--- src/rtl/sync_filter_pkg.sv ---
// -----------------------------------------------------------------------------
// sync_filter_pkg
// Shared helpers for the synchroniser/filter library blocks: the stability
// counter width function and the parameter-legality checks used at
// elaboration time. No ports; import with sync_filter_pkg::*.
// -----------------------------------------------------------------------------
package sync_filter_pkg;

  localparam int STAGES_MIN     = 32'sd2;
  localparam int STAGES_MAX     = 32'sd4;
  localparam int FILTER_CNT_MIN = 32'sd1;

  // Counter must hold 0..FILTER_CNT, i.e. clog2(FILTER_CNT+1) bits (min 1).
  function automatic int cnt_width(input int filter_cnt);
    int w;
    if (filter_cnt < FILTER_CNT_MIN) begin
      w = 32'sd1;
    end else begin
      w = $clog2(filter_cnt + 32'sd1);
    end
    return w;
  endfunction

  function automatic bit stages_legal(input int stages);
    return (stages >= STAGES_MIN) && (stages <= STAGES_MAX);
  endfunction

  function automatic bit filter_cnt_legal(input int filter_cnt);
    return filter_cnt >= FILTER_CNT_MIN;
  endfunction

endpackage

--- src/rtl/sync_filter_bit.sv ---
// -----------------------------------------------------------------------------
// sync_filter_bit
// One channel of sync_filter: STAGES-deep synchroniser chain, stability
// counter, filtered output register and registered rise/fall pulses.
// Ports:
//   clk      - clock, all state updates on the rising edge
//   reset_n  - synchronous active-low reset
//   in_bit   - asynchronous level input
//   sync_raw - last synchroniser stage (unfiltered)
//   out      - filtered level
//   rise     - one-cycle pulse on out 0->1
//   fall     - one-cycle pulse on out 1->0
// -----------------------------------------------------------------------------
module sync_filter_bit
  import sync_filter_pkg::*;
#(
  parameter int   STAGES     = 2,
  parameter int   FILTER_CNT = 4,
  parameter logic RESET_BIT  = 1'b0
) (
  input  logic clk,
  input  logic reset_n,
  input  logic in_bit,
  output logic sync_raw,
  output logic out,
  output logic rise,
  output logic fall
);

  localparam int               CNT_W    = cnt_width(FILTER_CNT);
  localparam logic [CNT_W-1:0] CNT_LAST = CNT_W'(FILTER_CNT - 32'sd1);
  localparam logic [CNT_W-1:0] CNT_ONE  = CNT_W'(32'sd1);

  logic [STAGES-1:0] chain_r;
  logic [CNT_W-1:0]  cnt_r;
  logic              out_r;
  logic              rise_r;
  logic              fall_r;
  logic              diff_s;
  logic              settle_s;

  // Synchroniser chain: shift the asynchronous input through STAGES flops.
  always_ff @(posedge clk) begin
    if (!reset_n) begin
      chain_r <= {STAGES{RESET_BIT}};
    end else begin
      chain_r <= {chain_r[STAGES-2:0], in_bit};
    end
  end

  assign sync_raw = chain_r[STAGES-1];

  // Disagreement detect; settle when the disagreement has lasted FILTER_CNT cycles.
  always_comb begin
    diff_s   = 1'b0;
    settle_s = 1'b0;
    diff_s   = sync_raw ^ out_r;
    if (diff_s && (cnt_r == CNT_LAST)) begin
      settle_s = 1'b1;
    end else begin
      settle_s = 1'b0;
    end
  end

  // Stability counter, filtered level and edge pulses.
  always_ff @(posedge clk) begin
    if (!reset_n) begin
      cnt_r  <= {CNT_W{1'b0}};
      out_r  <= RESET_BIT;
      rise_r <= 1'b0;
      fall_r <= 1'b0;
    end else if (!diff_s) begin
      // Agreement (or a glitch that returned) restarts the count.
      cnt_r  <= {CNT_W{1'b0}};
      rise_r <= 1'b0;
      fall_r <= 1'b0;
    end else if (settle_s) begin
      // Pulses are taken from the new value so they coincide with out changing.
      cnt_r  <= {CNT_W{1'b0}};
      out_r  <= sync_raw;
      rise_r <= sync_raw;
      fall_r <= ~sync_raw;
    end else begin
      // Count never passes CNT_LAST because settle_s fires there.
      cnt_r  <= cnt_r + CNT_ONE;
      rise_r <= 1'b0;
      fall_r <= 1'b0;
    end
  end

  assign out  = out_r;
  assign rise = rise_r;
  assign fall = fall_r;

endmodule

--- src/rtl/sync_filter.sv ---
// -----------------------------------------------------------------------------
// sync_filter
// WIDTH independent channels, each synchronised through STAGES flops and then
// debounced: out only changes after sync_raw has disagreed with it for
// FILTER_CNT consecutive cycles. rise/fall pulse on the edge out changes.
// Ports:
//   clk      - clock, all state updates on the rising edge
//   reset_n  - synchronous active-low reset
//   in       - [WIDTH] asynchronous level inputs
//   sync_raw - [WIDTH] last synchroniser stage, before filtering
//   out      - [WIDTH] filtered, synchronised level
//   rise     - [WIDTH] one-cycle pulse per bit on out 0->1
//   fall     - [WIDTH] one-cycle pulse per bit on out 1->0
// -----------------------------------------------------------------------------
module sync_filter
  import sync_filter_pkg::*;
#(
  parameter int               WIDTH      = 1,
  parameter int               STAGES     = 2,
  parameter int               FILTER_CNT = 4,
  parameter logic [WIDTH-1:0] RESET_VAL  = '0
) (
  input  logic             clk,
  input  logic             reset_n,
  input  logic [WIDTH-1:0] in,
  output logic [WIDTH-1:0] sync_raw,
  output logic [WIDTH-1:0] out,
  output logic [WIDTH-1:0] rise,
  output logic [WIDTH-1:0] fall
);

  // Reject illegal configurations at elaboration.
  if (!stages_legal(STAGES)) begin : g_bad_stages
    $error("sync_filter: STAGES=%0d outside 2..4", STAGES);
  end
  if (!filter_cnt_legal(FILTER_CNT)) begin : g_bad_filter_cnt
    $error("sync_filter: FILTER_CNT=%0d must be >= 1", FILTER_CNT);
  end

  for (genvar i = 0; i < WIDTH; i++) begin : g_bit
    sync_filter_bit #(
      .STAGES     (STAGES),
      .FILTER_CNT (FILTER_CNT),
      .RESET_BIT  (RESET_VAL[i])
    ) u_bit (
      .clk      (clk),
      .reset_n  (reset_n),
      .in_bit   (in[i]),
      .sync_raw (sync_raw[i]),
      .out      (out[i]),
      .rise     (rise[i]),
      .fall     (fall[i])
    );
  end

endmodule

--- config.mk ---
export PLATFORM = sky130hd
export DESIGN_NAME = sync_filter
export DESIGN_NICKNAME = d
export VERILOG_FILES = /design/src/rtl/sync_filter_pkg.sv /design/src/rtl/sync_filter_bit.sv /design/src/rtl/sync_filter.sv
export SDC_FILE = /design/constraint.sdc
export NUM_CORES = 1
export LEC_CHECK = 0
export CAP_MARGIN = 40
export CORE_AREA = 2 2 39 41
export CTS_BUF_LIST = sky130_fd_sc_hd__clkbuf_16
export DETAILED_ROUTE_END_ITERATION = 10
export DIE_AREA = 0 0 41 43
export DONT_BUFFER_PORTS = 1
export GPL_TIMING_DRIVEN = 0
export PLACE_DENSITY = 0.37
export RECOVER_POWER = 100
export SLEW_MARGIN = 20
export SYNTH_ARGS = -nofsm -noshare
export SYNTH_HDL_FRONTEND = slang
export SYNTH_HIERARCHICAL = 1
export SYNTH_SLANG_ARGS = --single-unit
--- constraint.sdc ---
create_clock -name clk -period 1 [get_ports clk]
set_input_delay 0.05 -clock clk [delete_from_list [all_inputs] [get_ports clk]]
set_output_delay 0.05 -clock clk [all_outputs]
set_load 0.02 [all_outputs]
# Word-level counts from Yosys, hierarchy flattened
# Index checks and enable logic that the tools add are counted.
[word_totals]
input_bits = 3
regBits = 8
out_inout_bits = 4
[classes]
add_sub_neg = 1
bitwise = 4
mux = 1
n_reduce_logical = 4
n_eq_ne = 1
[op_table]
columns = ["operator", "n"]
rows = [
  ["$add A3 B1 Y3 const B", 1],
  ["$eq A3 B2 Y1 const B", 1],
  ["$not A1 Y1", 3],
  ["$reduce_and A3 Y1", 1],
  ["$reduce_or A3 Y1", 1],
  ["$reduce_and A2 Y1", 1],
  ["$logic_and A1 B1 Y1", 1],
  ["$mux W1", 1],
  ["$xor A1 B1 Y1", 1],
]

# Longest topological paths before layout
[logic_depth]
word_depth = 4
depth_mapped = 4
ltp_nobuf = 4

# Worst setup path before layout
# OpenSTA, ideal clock, no wires.
[synth_timing]
path_kind = "register -> register"
startpoint = "register g_bit[0].u_bit.cnt_r[0]"
endpoint = "register g_bit[0].u_bit.cnt_r[2]"
slack_ns = -0.078
path_buffers = 0
t_arrival_ns = 0.982
t_required_ns = 0.904
stages_incl_launch_ff = 4
path_cell_list = "dfxtp_1 ha_1 ha_1 nor4b_1"
[synth_via]
elab_chain_cells = 4
elab_cells_between_ends = 5
[synth_rtl]
columns = ["item", "line", "source"]
rows = [
  ["start: declaration", "sync_filter_bit.sv:35", "logic [CNT_W-1:0] cnt_r;"],
  ["start signal: assignment", "sync_filter_bit.sv:68", "cnt_r <= {CNT_W{1'b0}};"],
  ["start signal: assignment", "sync_filter_bit.sv:74", "cnt_r <= {CNT_W{1'b0}};"],
  ["start signal: assignment", "sync_filter_bit.sv:79", "cnt_r <= {CNT_W{1'b0}};"],
  ["$eq A3 B2 Y1", "sync_filter_bit.sv:58", "if (diff_s && (cnt_r == CNT_LAST)) begin"],
  ["$logic_and A1 B1 Y1", "sync_filter_bit.sv:58", ""],
  ["$mux W1", "sync_filter_bit.sv:58", ""],
  ["$reduce_or A3 Y1 (no source line)", "-", ""],
]
# Parallel ways exist; a longest one is shown, timed or not.
# A chain may end at the register's enable or synchronous reset.

# Final worst setup path
[layout_timing]
startpoint = "register g_bit[0].u_bit.cnt_r[1]"
endpoint = "register g_bit[0].u_bit.rise_r"
[layout_via]
elab_chain_cells = 4
[layout_rtl]
columns = ["item", "line", "source"]
rows = [
  ["$eq A3 B2 Y1", "sync_filter_bit.sv:58", ""],
  ["$logic_and A1 B1 Y1", "sync_filter_bit.sv:58", ""],
  ["$mux W1", "sync_filter_bit.sv:58", ""],
  ["$reduce_and A3 Y1 (no source line)", "-", ""],
  ["end signal: assignment", "sync_filter_bit.sv:81", "rise_r <= sync_raw;"],
  ["end: declaration", "sync_filter_bit.sv:37", "logic rise_r;"],
]
# Every way passes these cells.

==> impl_metrics.yaml <==
yosys:
  yosys.cell_count.top_type: "sky130_fd_sc_hd__dfxtp_1"
  synth-async-reset-ratio: 0
  synth.distinct_cells: 11
  synth_nets: 27
  synth_largest_type_area_fraction: 0.582
  yosys-top-cells-area: "sky130_fd_sc_hd__dfxtp_1, sky130_fd_sc_hd__ha_1, sky130_fd_sc_hd__nor4b_1"
  synth.cells.most_frequent: "sky130_fd_sc_hd__dfxtp_1, sky130_fd_sc_hd__and2_1, sky130_fd_sc_hd__ha_1, sky130_fd_sc_hd__nor3b_1, sky130_fd_sc_hd__nor4b_1"
  ys_warn_count: 6
  ys_ff_latch: 8
  syn_avg_cell_area_um2: 12.5
  synth_ff_type: "sky130_fd_sc_hd__dfxtp_1"
  syn_inst: 22
  synth_edf_count: 0
  synth_top_cell_by_area: "sky130_fd_sc_hd__dfxtp_1"
  synth_sequential_area_ratio: 0.582
  synthesis.area_um2: 275
timing:
  achievable-frequency_mhz: 976
  timing_worst_slew_pin_value_ps: 197
  fin_crit_ps: 1020
  slew-limit-headroom: 0.869
  timing.setup.tns_ps: -77.7
  grt_setup_unrepaired: "true"
  min_period_over_period: 1.02
  finalWorstSetupSlack_ps: -24.2
  hold_viol: 0
  setup_viol_count_final: 5
  final_max_slew_viol_count: 0
  skew_ps: 1.80
placed_design:
  place_congestion: 0.555
  numPortBuffers: 0
  dp.final_hpwl_um: 345
grt:
  global_route.usage.total: 0.0797
  grt_pass1_vias: 162
  gr-total-overflow: 0
  grt_max_degree: 6
  antenna_found_initial: 0
  grt_pass1_wl_um: 765
worst_setup_path:
  maximum_fanout_encountered_on_the_critical_timing_path: 5
  critical-path-top-delay-family: "flip-flops"
  end_kind: "register"
  cpPeakStageDelay_ps: 330
  critical_path_class: "reg -> reg"
  register_to_register_setup_slack_ps: -20
  worst_path_max_delay_cell: "sky130_fd_sc_hd__dfxtp_2"
  worst_r2r_startpoint: "g_bit[0].u_bit/cnt_r[1]"
  r2r_cells: 4
  timing.critical_path.arrival_ps: 1170
  critPathMostFrequentCell: "sky130_fd_sc_hd__ha_4"
  r2r_endpoint: "g_bit[0].u_bit/rise"
  cp_cell_sequence: "ha_4, ha_4, nand2_1, nor3b_1"
  critPathLaunchType: "register"
  crit_path_buffers_inverters: 0
  worstPathRequired_ps: 1150
finish:
  nNetsFinal: 37
  layout-area-overhead-vs-synth_pct: 83.2
  fin_util: 0.364
  final_layout_size_suffix_gt1_frac: 0.533
  n_antenna_cell: 0
floorplan:
  die_area_um2: 1760
  initial_utilization: 0.199
  die_width_um: 41
  std_cell_rows: 14
  io-pin-count: 7
  floorplan_core_area_um2: 1380
  die_height_um: 43
power:
  power_per_cell_area_nw_per_um2: 2030
  leakagePower_nw: 0.172
  vdd.ir_drop.worst_mv: 0.964
min_path:
  hold_path.class: "in -> reg"
  worstHoldEndpoint: "g_bit[0].u_bit/cnt_r[1]"
  worstHoldStart: "reset_n"
  holdPathStages: 1
drt:
  detail_route.drc_violations: 0
  routed_wl_um: 550
  num_vias: 191
  wl_per_cell_um: 12.0
  first_iter_violations: 2
  post_drt_via_cell_ratio: 4.15
  drtPass1Iterations: 2
  drt.antenna.violating_nets: 0
clock_tree:
  cts_tree: "yes"
  ctsLongestPathBuffers: 2
  clock_sink_count: 8
  cts_root_buffer: "sky130_fd_sc_hd__clkbuf_16"
  clk_pin_slew_worst_paths_ps: 40
  htree_levels: 1
  clock_latency_ps: 230
  cts_inserted_buffers: 3
run_status:
  outcome: "complete, but fails checks"
  violations_in_the_final_reports: "negative setup slack"
job:
  drv_cap: 0
[state kept, by name (all words and copies together), names as in the netlist]
| name | flops |
|---|---|
| g_bit.u_bit/chain_r | 2 |
| g_bit.u_bit/fall | 1 |
| g_bit.u_bit/cnt_r | 3 |
| g_bit.u_bit/rise | 1 |
| g_bit.u_bit/out | 1 |
[per-stage QoR]
step	worst slack, ps	total power [mW]	instances	hold slack, ps	instance area [µm²]
after floorplan	0.459	0.343	22	172	293
after global placement	-17.0	0.345	38	177	313
after detailed placement	-114	0.345	38	176	313
after CTS	-38.6	1.03	44	4.72	449
after global routing	-60.3	1.06	46	58.7	504
final	-24.2	1.02	46	60.6	504
[where the power goes]
| group | total [mW] | internal [mW] | switching (mW) |
|---|---|---|---|
| clock | 0.663 | 0.515 | 0.149 |
| combinational | 0.0315 | 0.0224 | 0.00905 |
| sequential | 0.330 | 0.322 | 0.00756 |
[layout by cell type (no fill, tap or decap)]
cell / netlist / final
sky130_fd_sc_hd__dfxtp_1: 8 / 4
sky130_fd_sc_hd__clkbuf_16: 0 / 3
sky130_fd_sc_hd__dlygate4sd3_1: 0 / 3
sky130_fd_sc_hd__and2_1: 2 / 2
sky130_fd_sc_hd__nor4b_4: 0 / 2
sky130_fd_sc_hd__ha_4: 0 / 2
sky130_fd_sc_hd__dfxtp_4: 0 / 2
sky130_fd_sc_hd__dfxtp_2: 0 / 2
sky130_fd_sc_hd__buf_4: 0 / 2
sky130_fd_sc_hd__inv_1: 1 / 1
sky130_fd_sc_hd__nand2_1: 1 / 1
sky130_fd_sc_hd__nor3b_1: 2 / 1
sky130_fd_sc_hd__nor3b_2: 0 / 1
sky130_fd_sc_hd__xnor2_4: 0 / 1
sky130_fd_sc_hd__and4bb_2: 1 / 1
sky130_fd_sc_hd__mux2i_1: 1 / 1
sky130_fd_sc_hd__nor2b_1: 1 / 1
[layer usage]
metal | up-vias | GRT usage | share of wire
met5 | - | 0 | 0
met4 | 0 | 0.0600 | 0
met3 | 0 | 0.0942 | 0.087
met2 | 8 | 0.0875 | 0.53
met1 | 91 | 0.0784 | 0.38
li1 | 92 | - | -
[cell type report]
cell class	instances	area (µm²)
inverter	1	3.75
sequential	8	170
multi-input combinational	13	190
fill	134	880
timing repair buffer	5	45.0
tap	16	20.0
clock buffer	3	75.1
[worst register-to-register path: stages, from the launching register on]
cell and delay (ps):
sky130_fd_sc_hd__dfxtp_2 330, sky130_fd_sc_hd__ha_4 140, sky130_fd_sc_hd__ha_4 180, sky130_fd_sc_hd__nand2_1 100
sky130_fd_sc_hd__nor3b_1 190
[timing repair]
| item | in CTS | in global routing |
|---|---|---|
| endpoints found under the hold margin | 6 | 1 |
| pin swaps | 4 | 4 |
| hold buffers | 2 | 1 |
| gates resized for setup | 6 | 6 |
| endpoints found under the setup margin | 6 | 6 |
| setup buffers | 1 | 1 |
[worst max path at each step]
stage	to	slack, ps	startpoint	cells after the start
after floorplan	g_bit[0].u_bit/cnt_r[2]	0.5	g_bit[0].u_bit/cnt_r[0]	3
after detailed placement	g_bit[0].u_bit/cnt_r[2]	-110	g_bit[0].u_bit/cnt_r[0]	3
after CTS	g_bit[0].u_bit/cnt_r[2]	-40	g_bit[0].u_bit/cnt_r[0]	3
final	g_bit[0].u_bit/rise	-20	g_bit[0].u_bit/cnt_r[1]	4
after global placement	g_bit[0].u_bit/cnt_r[2]	-20	g_bit[0].u_bit/cnt_r[0]	3
after global routing	g_bit[0].u_bit/out	-60	g_bit[0].u_bit/cnt_r[1]	4
[logic make-up (layout without fill, tap and decap cells)]
group / after synthesis / in the layout / share of synthesized area
AND/OR/NAND/NOR: 9 / 9 / 0.245
flip-flops: 8 / 8 / 0.582
adder cells (fa/ha/maj): 2 / 2 / 0.0909
XOR/XNOR: 1 / 1 / 0.0318
multiplexers: 1 / 1 / 0.0364
buffers and inverters: 1 / 9 / 0.0136
Note: power is estimated with default switching activity, not from simulation.
